<file path="src/rtl/page_buf_pkg.sv">
// Shared constants, state encoding and helpers for the page buffer arbiter.
// The optional idle-strobe timeout is enabled by defining PAGE_BUF_ARB_TIMEOUT_EN.
package page_buf_pkg;

   localparam int DataWidth     = 16;
   localparam int PageWords     = 2048;
   localparam int AddrWidth     = 11;
   localparam int TimeoutCycles = 1024;

   localparam logic DIR_WR = 1'b1;
   localparam logic DIR_RD = 1'b0;

   typedef enum logic [2:0] {
      ST_IDLE    = 3'd0,
      ST_HOST_WR = 3'd1,
      ST_HOST_RD = 3'd2,
      ST_CTRL_WR = 3'd3,
      ST_CTRL_RD = 3'd4
   } arb_state_t;

   function automatic logic st_is_wr(input arb_state_t s);
      return (s == ST_HOST_WR) || (s == ST_CTRL_WR);
   endfunction

   function automatic logic st_is_host(input arb_state_t s);
      return (s == ST_HOST_WR) || (s == ST_HOST_RD);
   endfunction

   function automatic logic st_is_ctrl(input arb_state_t s);
      return (s == ST_CTRL_WR) || (s == ST_CTRL_RD);
   endfunction

endpackage

</file>
<file path="src/rtl/page_buf_arbiter_counter.sv">
// Page word counter: synchronous clear, increment, and terminal-count flag.
// Saturates at the last word so a page can never wrap onto address 0.
module page_word_counter #(
   parameter int AddrWidth = 11,
   parameter int PageWords = 2048
) (
   input  logic                 clk,
   input  logic                 rst_n,
   input  logic                 i_clr,
   input  logic                 i_inc,
   output logic [AddrWidth-1:0] o_count,
   output logic                 o_tc
);

   localparam logic [AddrWidth-1:0] LastIdx = AddrWidth'(PageWords - 1);

   logic [AddrWidth-1:0] r_count;

   always_ff @(posedge clk or negedge rst_n) begin
      if (!rst_n) begin
         r_count <= '0;
      end else if (i_clr) begin
         r_count <= '0;
      end else if (i_inc && (r_count != LastIdx)) begin
         r_count <= r_count + 1'b1;
      end
   end

   assign o_count = r_count;
   assign o_tc    = (r_count == LastIdx);

endmodule

</file>
<file path="src/rtl/page_buf_arbiter.sv">
// Single-port page buffer arbiter between host and NAND controller sides.
// Define PAGE_BUF_ARB_TIMEOUT_EN to abort transfers whose owner stops strobing.
module page_buf_arbiter #(
   parameter int DataWidth = page_buf_pkg::DataWidth,
   parameter int PageWords = page_buf_pkg::PageWords,
   parameter int AddrWidth = page_buf_pkg::AddrWidth
`ifdef PAGE_BUF_ARB_TIMEOUT_EN
   ,parameter int TimeoutCycles = page_buf_pkg::TimeoutCycles
`endif
) (
   input  logic                 clk,
   input  logic                 rst_n,
   input  logic                 host_req,
   input  logic                 host_dir,
   output logic                 host_gnt,
   input  logic                 host_stb,
   input  logic [DataWidth-1:0] host_wdata,
   output logic [DataWidth-1:0] host_rdata,
   output logic                 host_rvalid,
   output logic                 host_done,
   input  logic                 ctrl_req,
   input  logic                 ctrl_dir,
   output logic                 ctrl_gnt,
   input  logic                 ctrl_stb,
   input  logic [DataWidth-1:0] ctrl_wdata,
   output logic [DataWidth-1:0] ctrl_rdata,
   output logic                 ctrl_rvalid,
   output logic                 ctrl_done,
   output logic                 mem_sel,
   output logic                 mem_we,
   output logic                 mem_re,
   output logic [AddrWidth-1:0] mem_addr,
   output logic [DataWidth-1:0] mem_wdata,
   input  logic [DataWidth-1:0] mem_rdata,
   output logic                 buf_cntrl_status,
   output logic                 host_buf_status,
   output logic                 arb_err
);

   import page_buf_pkg::*;

   arb_state_t           r_state;
   logic                 r_last_ctrl;
   logic                 r_bc;
   logic                 r_hb;
   logic                 r_host_done;
   logic                 r_ctrl_done;
   logic                 r_err;
   logic                 r_host_rvalid;
   logic                 r_ctrl_rvalid;
   logic [DataWidth-1:0] r_host_rhold;
   logic [DataWidth-1:0] r_ctrl_rhold;

   logic [AddrWidth-1:0] w_count;
   logic                 w_tc;
   logic                 w_host_own;
   logic                 w_ctrl_own;
   logic                 w_granted;
   logic                 w_own_wr;
   logic                 w_own_req;
   logic                 w_sel;
   logic                 w_last;
   logic                 w_timeout;
   logic                 w_abort;
   logic                 w_flags_clr;
   logic                 w_arb_ok;
   logic                 w_host_elig;
   logic                 w_ctrl_elig;
   logic                 w_host_win;
   logic                 w_ctrl_win;
   logic                 w_grant;

   assign w_host_own = st_is_host(r_state);
   assign w_ctrl_own = st_is_ctrl(r_state);
   assign w_granted  = w_host_own | w_ctrl_own;
   assign w_own_wr   = st_is_wr(r_state);
   assign w_own_req  = (w_host_own & host_req) | (w_ctrl_own & ctrl_req);
   assign w_sel      = (w_host_own & host_stb) | (w_ctrl_own & ctrl_stb);
   assign w_last     = w_sel & w_tc;
   assign w_abort    = w_granted & ~w_last & (~w_own_req | w_timeout);

   // The cycle after done/abort is kept out of arbitration: the finishing
   // side still holds its request while it observes done.
   assign w_flags_clr = ~r_bc & ~r_hb;
   assign w_arb_ok    = (r_state == ST_IDLE) & ~r_host_done & ~r_ctrl_done & ~r_err;
   assign w_host_elig = host_req & ((host_dir == DIR_WR) ? w_flags_clr : r_hb);
   assign w_ctrl_elig = ctrl_req & ((ctrl_dir == DIR_WR) ? w_flags_clr : r_bc);
   assign w_host_win  = w_arb_ok & w_host_elig & (~w_ctrl_elig | r_last_ctrl);
   assign w_ctrl_win  = w_arb_ok & w_ctrl_elig & ~w_host_win;
   assign w_grant     = w_host_win | w_ctrl_win;

   page_word_counter #(
      .AddrWidth (AddrWidth),
      .PageWords (PageWords)
   ) u_word_cnt (
      .clk     (clk),
      .rst_n   (rst_n),
      .i_clr   (w_grant | w_last | w_abort),
      .i_inc   (w_sel),
      .o_count (w_count),
      .o_tc    (w_tc)
   );

`ifdef PAGE_BUF_ARB_TIMEOUT_EN
   localparam int ToWidth = $clog2(TimeoutCycles + 1);

   logic [ToWidth-1:0] r_to_cnt;

   always_ff @(posedge clk or negedge rst_n) begin
      if (!rst_n) begin
         r_to_cnt <= '0;
      end else if (w_grant || w_sel || !w_granted) begin
         r_to_cnt <= '0;
      end else begin
         r_to_cnt <= r_to_cnt + 1'b1;
      end
   end

   assign w_timeout = w_granted & (r_to_cnt == ToWidth'(TimeoutCycles));
`else
   assign w_timeout = 1'b0;
`endif

   always_ff @(posedge clk or negedge rst_n) begin
      if (!rst_n) begin
         r_state     <= ST_IDLE;
         r_last_ctrl <= 1'b1;
         r_bc        <= 1'b0;
         r_hb        <= 1'b0;
         r_host_done <= 1'b0;
         r_ctrl_done <= 1'b0;
         r_err       <= 1'b0;
      end else begin
         r_host_done <= 1'b0;
         r_ctrl_done <= 1'b0;
         r_err       <= 1'b0;
         case (r_state)
            ST_IDLE: begin
               if (w_host_win) begin
                  r_state     <= (host_dir == DIR_WR) ? ST_HOST_WR : ST_HOST_RD;
                  r_last_ctrl <= 1'b0;
               end else if (w_ctrl_win) begin
                  r_state     <= (ctrl_dir == DIR_WR) ? ST_CTRL_WR : ST_CTRL_RD;
                  r_last_ctrl <= 1'b1;
               end
            end
            default: begin
               if (w_last) begin
                  r_state     <= ST_IDLE;
                  r_host_done <= w_host_own;
                  r_ctrl_done <= w_ctrl_own;
                  case (r_state)
                     ST_HOST_WR: r_bc <= 1'b1;
                     ST_CTRL_RD: r_bc <= 1'b0;
                     ST_CTRL_WR: r_hb <= 1'b1;
                     ST_HOST_RD: r_hb <= 1'b0;
                     default:    ;
                  endcase
               end else if (w_abort) begin
                  r_state <= ST_IDLE;
                  r_err   <= 1'b1;
               end
            end
         endcase
      end
   end

   // Read data is forwarded from the RAM in the rvalid cycle and held after;
   // any new grant clears both holds so a non-owner never shows stale data.
   always_ff @(posedge clk or negedge rst_n) begin
      if (!rst_n) begin
         r_host_rvalid <= 1'b0;
         r_ctrl_rvalid <= 1'b0;
         r_host_rhold  <= '0;
         r_ctrl_rhold  <= '0;
      end else begin
         r_host_rvalid <= w_sel & (r_state == ST_HOST_RD);
         r_ctrl_rvalid <= w_sel & (r_state == ST_CTRL_RD);
         if (w_grant) begin
            r_host_rhold <= '0;
            r_ctrl_rhold <= '0;
         end else begin
            if (r_host_rvalid) r_host_rhold <= mem_rdata;
            if (r_ctrl_rvalid) r_ctrl_rhold <= mem_rdata;
         end
      end
   end

   assign host_gnt         = w_host_own;
   assign ctrl_gnt         = w_ctrl_own;
   assign host_done        = r_host_done;
   assign ctrl_done        = r_ctrl_done;
   assign arb_err          = r_err;
   assign buf_cntrl_status = r_bc;
   assign host_buf_status  = r_hb;

   assign host_rvalid = r_host_rvalid;
   assign ctrl_rvalid = r_ctrl_rvalid;
   assign host_rdata  = r_host_rvalid ? mem_rdata : r_host_rhold;
   assign ctrl_rdata  = r_ctrl_rvalid ? mem_rdata : r_ctrl_rhold;

   assign mem_sel   = w_sel;
   assign mem_we    = w_sel & w_own_wr;
   assign mem_re    = w_sel & ~w_own_wr;
   assign mem_addr  = w_sel ? w_count : '0;
   assign mem_wdata = (w_sel & w_own_wr) ? (w_host_own ? host_wdata : ctrl_wdata) : '0;

endmodule

</file>
<file path="config.mk">
export PLATFORM = sky130hd
export DESIGN_NAME = page_buf_arbiter
export DESIGN_NICKNAME = d
export VERILOG_FILES = /design/src/rtl/page_buf_pkg.sv /design/src/rtl/page_buf_arbiter_counter.sv /design/src/rtl/page_buf_arbiter.sv
export SDC_FILE = /design/constraint.sdc
export NUM_CORES = 1
export LEC_CHECK = 0
export ABC_AREA = 1
export BUFFER_PORTS_ARGS = -buffer_cell sky130_fd_sc_hd__buf_2
export CAP_MARGIN = 20
export CORE_MARGIN = 4
export CORE_UTILIZATION = 49
export CTS_CLUSTER_SIZE = 20
export DETAILED_ROUTE_END_ITERATION = 10
export GPL_ROUTABILITY_DRIVEN = 0
export GPL_TIMING_DRIVEN = 0
export HOLD_SLACK_MARGIN = 0.03
export MAX_ROUTING_LAYER = met4
export PLACE_DENSITY = 0.81
export SETUP_SLACK_MARGIN = 0.3
export SLEW_MARGIN = 20
export SYNTH_ARGS = -nofsm -noshare
export SYNTH_HDL_FRONTEND = slang
export SYNTH_HIERARCHICAL = 1
export SYNTH_SLANG_ARGS = --single-unit
</file>
<file path="constraint.sdc">
create_clock -name clk -period 2 [get_ports clk]
set_input_delay 0.3 -clock clk [delete_from_list [all_inputs] [get_ports clk]]
set_output_delay 0.3 -clock clk [all_outputs]
set_load 0.005 [all_outputs]
</file>
### Word level (Yosys, flattened, before mapping)

Index checks and enable logic that the tools add are counted.

* register bits after elaboration: 54
* latch bits: 0
* bits in writable memories: 0
* bits in read-only memories: 0
* input port bits: 56
* output and inout port bits: 71
* logic and storage cells: 102
* memories: 0

* $add $sub $neg: 1
* multipliers: 0
* div/mod/pow operators: 0
* magnitude comparators: 0
* equality and inequality tests: 7
* shift operators: 0
* muxes and demuxes: 29
* bitwise gates (word level): 39
* reductions and logical operators: 14

Operators by type and width (count)
* two-way mux 16 bit: 6
* two-way mux 11 bit: 3
* bitwise AND 1 bit: 21
* two-way mux 3 bit: 6
* adder 11 x 1 -> 11 bit, second input constant: 1
* == test 11 bit, second input constant: 1
* two-way mux 1 bit: 11
* != test 11 bit, second input constant: 1
* NOT 1 bit: 11
* nonzero test 2 bit: 4
* OR 1 bit: 7
* == test 3 x 2 -> 1 bit, second input constant: 2
* AND reduction 3 bit: 2
* case mux 1 bit (2 select lines): 2
* AND reduction 2 bit: 2
* == test 3 x 1 -> 1 bit, second input constant: 1
* == test 3 bit, second input constant: 1
* logical NOT 3 bit: 1
* logical OR 1 bit: 3
* != test 3 bit, second input constant: 1
* nonzero test 3 bit: 1
* two-way mux 2 bit: 1
* logical AND 1 bit: 1

### Depth between registers and ports, before layout

* depth in word-level cells: 13
* mapped depth: 13

### Hierarchy

The synthesis kept the hierarchy.

Modules (own cells, without submodules)
* page_buf_arbiter: times used 1, cells each 349, area each 2487.4 um2
* page_word_counter: times used 1, cells each 94, area each 706.9 um2

### Least setup slack after synthesis

No wires, ideal clock.

* path kind: flip-flop to flip-flop
* start: register u_word_cnt.r_count[0], in the netlist u_word_cnt/o_count[0]
* end: register u_word_cnt.r_count[4], in the netlist u_word_cnt/o_count[4]
* library setup time: 0.127 ns
* arrival time: 1.646 ns
* path slack: 0.227 ns
* stages on the path, launching flop included: 12
* path through: dfrtp_1 -> ha_1 -> nand2_2 -> nor2_4 -> nand3_4 -> inv_1 -> nand2_4 -> nand3_1 -> inv_1 -> clkbuf_4 -> nand3_1 -> o21ai_0

* cells in the longest elaborated chain, start to end: 7
* elaborated cells on any way between the ends: 13

RTL lines
* start: declaration: RTL line page_buf_arbiter_counter.sv:17 `logic [AddrWidth-1:0] r_count;`
* start signal: assignment: RTL line page_buf_arbiter_counter.sv:25 `r_count <= r_count + 1'b1;`
* == test 11 bit *: RTL line page_buf_arbiter_counter.sv:30 `assign o_tc = (r_count == LastIdx);`
* named net w_tc: RTL line page_buf_arbiter.sv:55 `logic w_tc;`
* bitwise AND 1 bit *: RTL line page_buf_arbiter.sv:79 `assign w_last = w_sel & w_tc;`
* NOT 1 bit: RTL line page_buf_arbiter.sv:80 `assign w_abort = w_granted & ~w_last & (~w_own_req | w_timeout);`
* bitwise AND 1 bit (2 in series): RTL line page_buf_arbiter.sv:80
* OR 1 bit *: RTL line page_buf_arbiter.sv:98 `.i_clr (w_grant | w_last | w_abort),`
* two-way mux 11 bit or nonzero test 2 bit (tied branches)

Mark *: on every way through the listed nets, which the timed path passes. The rest lies on a longest branch. The select of a mux whose other input is x is not followed.
A chain may end at the register's enable or synchronous reset.

### Worst setup path in the final report

* start: register r_state[1]
* end: output port mem_wdata[4]

* cells in the longest elaborated chain, start to end: 6
* elaborated cells on any way between the ends: 13

RTL lines
* start: declaration: RTL line page_buf_arbiter.sv:42 `arb_state_t r_state;`
* start signal: assignment: RTL line page_buf_arbiter.sv:140 `r_state <= (host_dir == DIR_WR) ? ST_HOST_WR : ST_HOST_RD;`
* start signal: assignment: RTL line page_buf_arbiter.sv:143 `r_state <= (ctrl_dir == DIR_WR) ? ST_CTRL_WR : ST_CTRL_RD;`
* == test 3 x 1 -> 1 bit, or another cell as far along: RTL line page_buf_pkg.sv:22, page_buf_pkg.sv:26
* logical OR 1 bit (on tied branches): RTL line page_buf_pkg.sv:26, page_buf_pkg.sv:30
* bitwise AND 1 bit: RTL line page_buf_arbiter.sv:78 `assign w_sel = (w_host_own & host_stb) | (w_ctrl_own & ctrl_stb);`
* OR 1 bit: RTL line page_buf_arbiter.sv:78
* bitwise AND 1 bit: RTL line page_buf_arbiter.sv:206 `assign mem_wdata = (w_sel & w_own_wr) ? (w_host_own ? host_wdata : ctrl_wdata) : '0;`
* two-way mux 16 bit *: RTL line page_buf_arbiter.sv:206
* end: declaration: RTL line page_buf_arbiter.sv:33 `output logic [DataWidth-1:0] mem_wdata,`

Every way passes the cells marked *; elsewhere a longest branch is shown, timed or not.

==> qor.yml <==
status: "finished with violations"
violations: "negative setup slack"
die_x_um: 88.7
ant_nets: 0
tns_ns: -0.0208
synth_cells: 443
cp-startpoint: "r_state[1]$_DFFE_PN0P_"
cts_max_level: 2
final_cells: 681
drt_iter0_drc: 120
endpoint_kind: "primary output"
crit_path_start_kind: "flip-flop"
yosysSeqAreaShare: 0.423
met1_usage: 0.259
synth_common_cells: "nand2_1, inv_1, nor2_1"
grt_antenna_before_repair: 0
rsz0062_at_grt: "yes"
synth_ff_type: "dfrtp_1"
grt_max_degree: 55
io_pins: 127
avgSynthCellArea_um2: 7.21
final_core_util: 0.730
grt_pass1_vias: 2996
worst_clock_skew_ns: 0.00988
port_buffers: 126
critPathMaxFanout: 7
drt_first_pass_iters: 4
via_count: 3443
synth_top_area_cell: "dfrtp_1"
synth_top_area_frac: 0.415
grt.met2_usage: 0.377
path_common_cell: "nand2_4"
grt_pass1_wl_um: 13100
drive_gt1_frac: 0.417
numCtsBuffers: 5
dieArea_um2: 7870
maxSlewHeadroom: 0.552
clkTransAtPathRegs_ns: 0.10
period_share: 1.01
die_h_um: 88.7
yosysWarningCount: 6
placed_cells: 646
cts.sinks: 54
fp.coreArea_um2: 6350
synth_edf_count: 0
p_sw_frac: 0.431
finalCriticalPeriod_ns: 2.01
syn_nets: 500
pre_cts_ws_ns: 0.0233
crit_type: "reg -> out"
total_power_uw: 6740
worst_pin_slew_ns: 0.673
reg2reg_from: "r_state[1]$_DFFE_PN0P_"
drv_cap: 0
start_util: 0.503
syn_area_um2: 3190
drv_slew: 0
hold_viol: 0
synth_area_leaders: "dfrtp_1, nand2_1, inv_1"
power_frac_seq: 0.250
peakVddDrop_uv: 850
nFillCells: 478
diodes: 0
synth_most_common_cell: "nand2_1"
synth-seq-cells: 54
insertion_delay_ns: 0.31
post_drt_wl_per_cell_um: 13.7
areaGrowthSynthToFinish_pct: 45.2
max_stage_delay_ns: 0.49
post-dp-hpwl_um: 6010
hold_buffers: 0
p_sw_uw: 2910
synth_async_sr_flop_share: 1.00
fmax_mhz: 497
slowest_stage: "dfrtp_2"
arrival_ns: 1.71
leakage_uw: 0.00266
power-per-cell-area_nw_per_um2: 1450
route.detailed.drc: 0
cts_tree: "done"
root_buffer: "clkbuf_8"
routed_via_density: 5.06
rows: 29
worstPathRequired_ns: 1.70
clk_path_buf_depth: 2
crit_chain: "inv_2 -> nand3_4 -> nand2_4 -> nand2_4 -> nand2_4 -> nand3_4 -> buf_8 -> a21oi_4 -> buf_2"
hp-class: "in -> async"
use_met3: 0.0354
grt_use_total: 0.216
busiest_layer: "met2"
p_comb_frac: 0.641
internal-power_uw: 3840
p_clk_frac: 0.109
finalSetupViolations: 2
fin_nets: 660
grt_overflow: 0
worst_slack_ns: -0.0120
drt_wl_total_um: 9360
ys_types: 34
-- layout by cell type, fill, tap and decap left out, types with 6 or more instances in the layout --
cell type / synthesis / layout
a21oi_2: 9 / 14
buf_2: 1 / 123
buf_4: 1 / 19
buf_6: 7 / 18
buf_8: 1 / 6
dfrtp_1: 53 / 49
inv_1: 78 / 73
nand2_1: 116 / 112
nand3_1: 26 / 23
nand3_4: 2 / 7
nor2_1: 59 / 54
o21ai_0: 37 / 8
o21ai_1: 4 / 15
o21ai_2: 2 / 19
-- worst max-delay path: cells and delay by family, from the launching register on --
| family | cells | cell delay [ns] |
|---|---|---|
| buf+inv | 3 | 0.38 |
| simple gates | 5 | 0.43 |
| compound gates | 1 | 0.11 |
| flops | 1 | 0.49 |
-- metrics by stage --
stage          area (µm²)  hold WS, ns
2_1_floorplan        3210      0.00441
3_3_place_gp         3940        0.482
3_5_place_dp         3940        0.377
4_1_cts              4240       0.0360
5_1_grt              4640       0.0649
6_report             4640       0.0163
-- layout make-up --
class	instances	area [µm²]	share of cell area
clock buffer	6	72.6	0.0157
inverter	82	337	0.0726
clock inverter	2	37.5	0.00809
sequential	54	1360	0.293
tap	77	96.3	0.0208
timing repair buffer	153	945	0.204
buffer	17	191	0.0413
multi-input combinational	290	1600	0.345
-- power groups by stage --
stage               logic (µW)  registers, µW  clock network, µW
CTS                       3370           1630                744
global route              4700           1710                792
global placement          2900           1630                  0
floorplan                 2030           1610                  0
finish                    4320           1680                736
detailed placement        2990           1640                  0
-- path summary, 6_finish.rpt --
kind	endpoint	slack (ns)	depth (start not counted)
setup / recovery	mem_wdata[4]	-0.01	9
setup reg to reg	u_word_cnt/o_count[2]$_DFFE_PN0P_	0.14	12
hold / removal	r_host_rhold[9]$_DFF_PN0_	0.02	1
max in group asynchronous	r_state[1]$_DFFE_PN0P_	1.48	1
hold reg to reg	r_last_ctrl$_DFFE_PN1P_	0.51	2
min in group clk	r_state[2]$_DFFE_PN0P_	0.33	4
-- cells by family after synthesis --
family,share of synthesized area
AO/OA/AOI/OAI,0.120
adder cells (fa/ha/maj),0.00392
XOR/XNOR,0.00823
buffers and inverters,0.142
AND/OR/NAND/NOR,0.302
flip-flops,0.423
-- state kept, by name, indices dropped and copies added, names as in the netlist --
| signal | cells |
|---|---|
| r_state | 3 |
| r_ctrl_rhold | 16 |
| r_last_ctrl | 1 |
| host_buf_status | 1 |
| arb_err | 1 |
| r_host_rhold | 16 |
| ctrl_rvalid | 1 |
| buf_cntrl_status | 1 |
| u_word_cnt/o_count | 11 |
| host_rvalid | 1 |
| host_done | 1 |
| ctrl_done | 1 |
-- routing by layer --
metal / vias up / wire length [µm]
li1: 1687 / -
met2: 163 / 4620
met5: - / 0
met3: 25 / 751
met1: 1568 / 3770
met4: 0 / 216
-- repair_timing --
item,4_1_cts,5_1_grt
buffers inserted,11,12
pin swaps,5,9
resized for setup,50,85
endpoints found under the setup margin,74,76
gates cloned,2,2
Power figures use the tool's default switching activity.
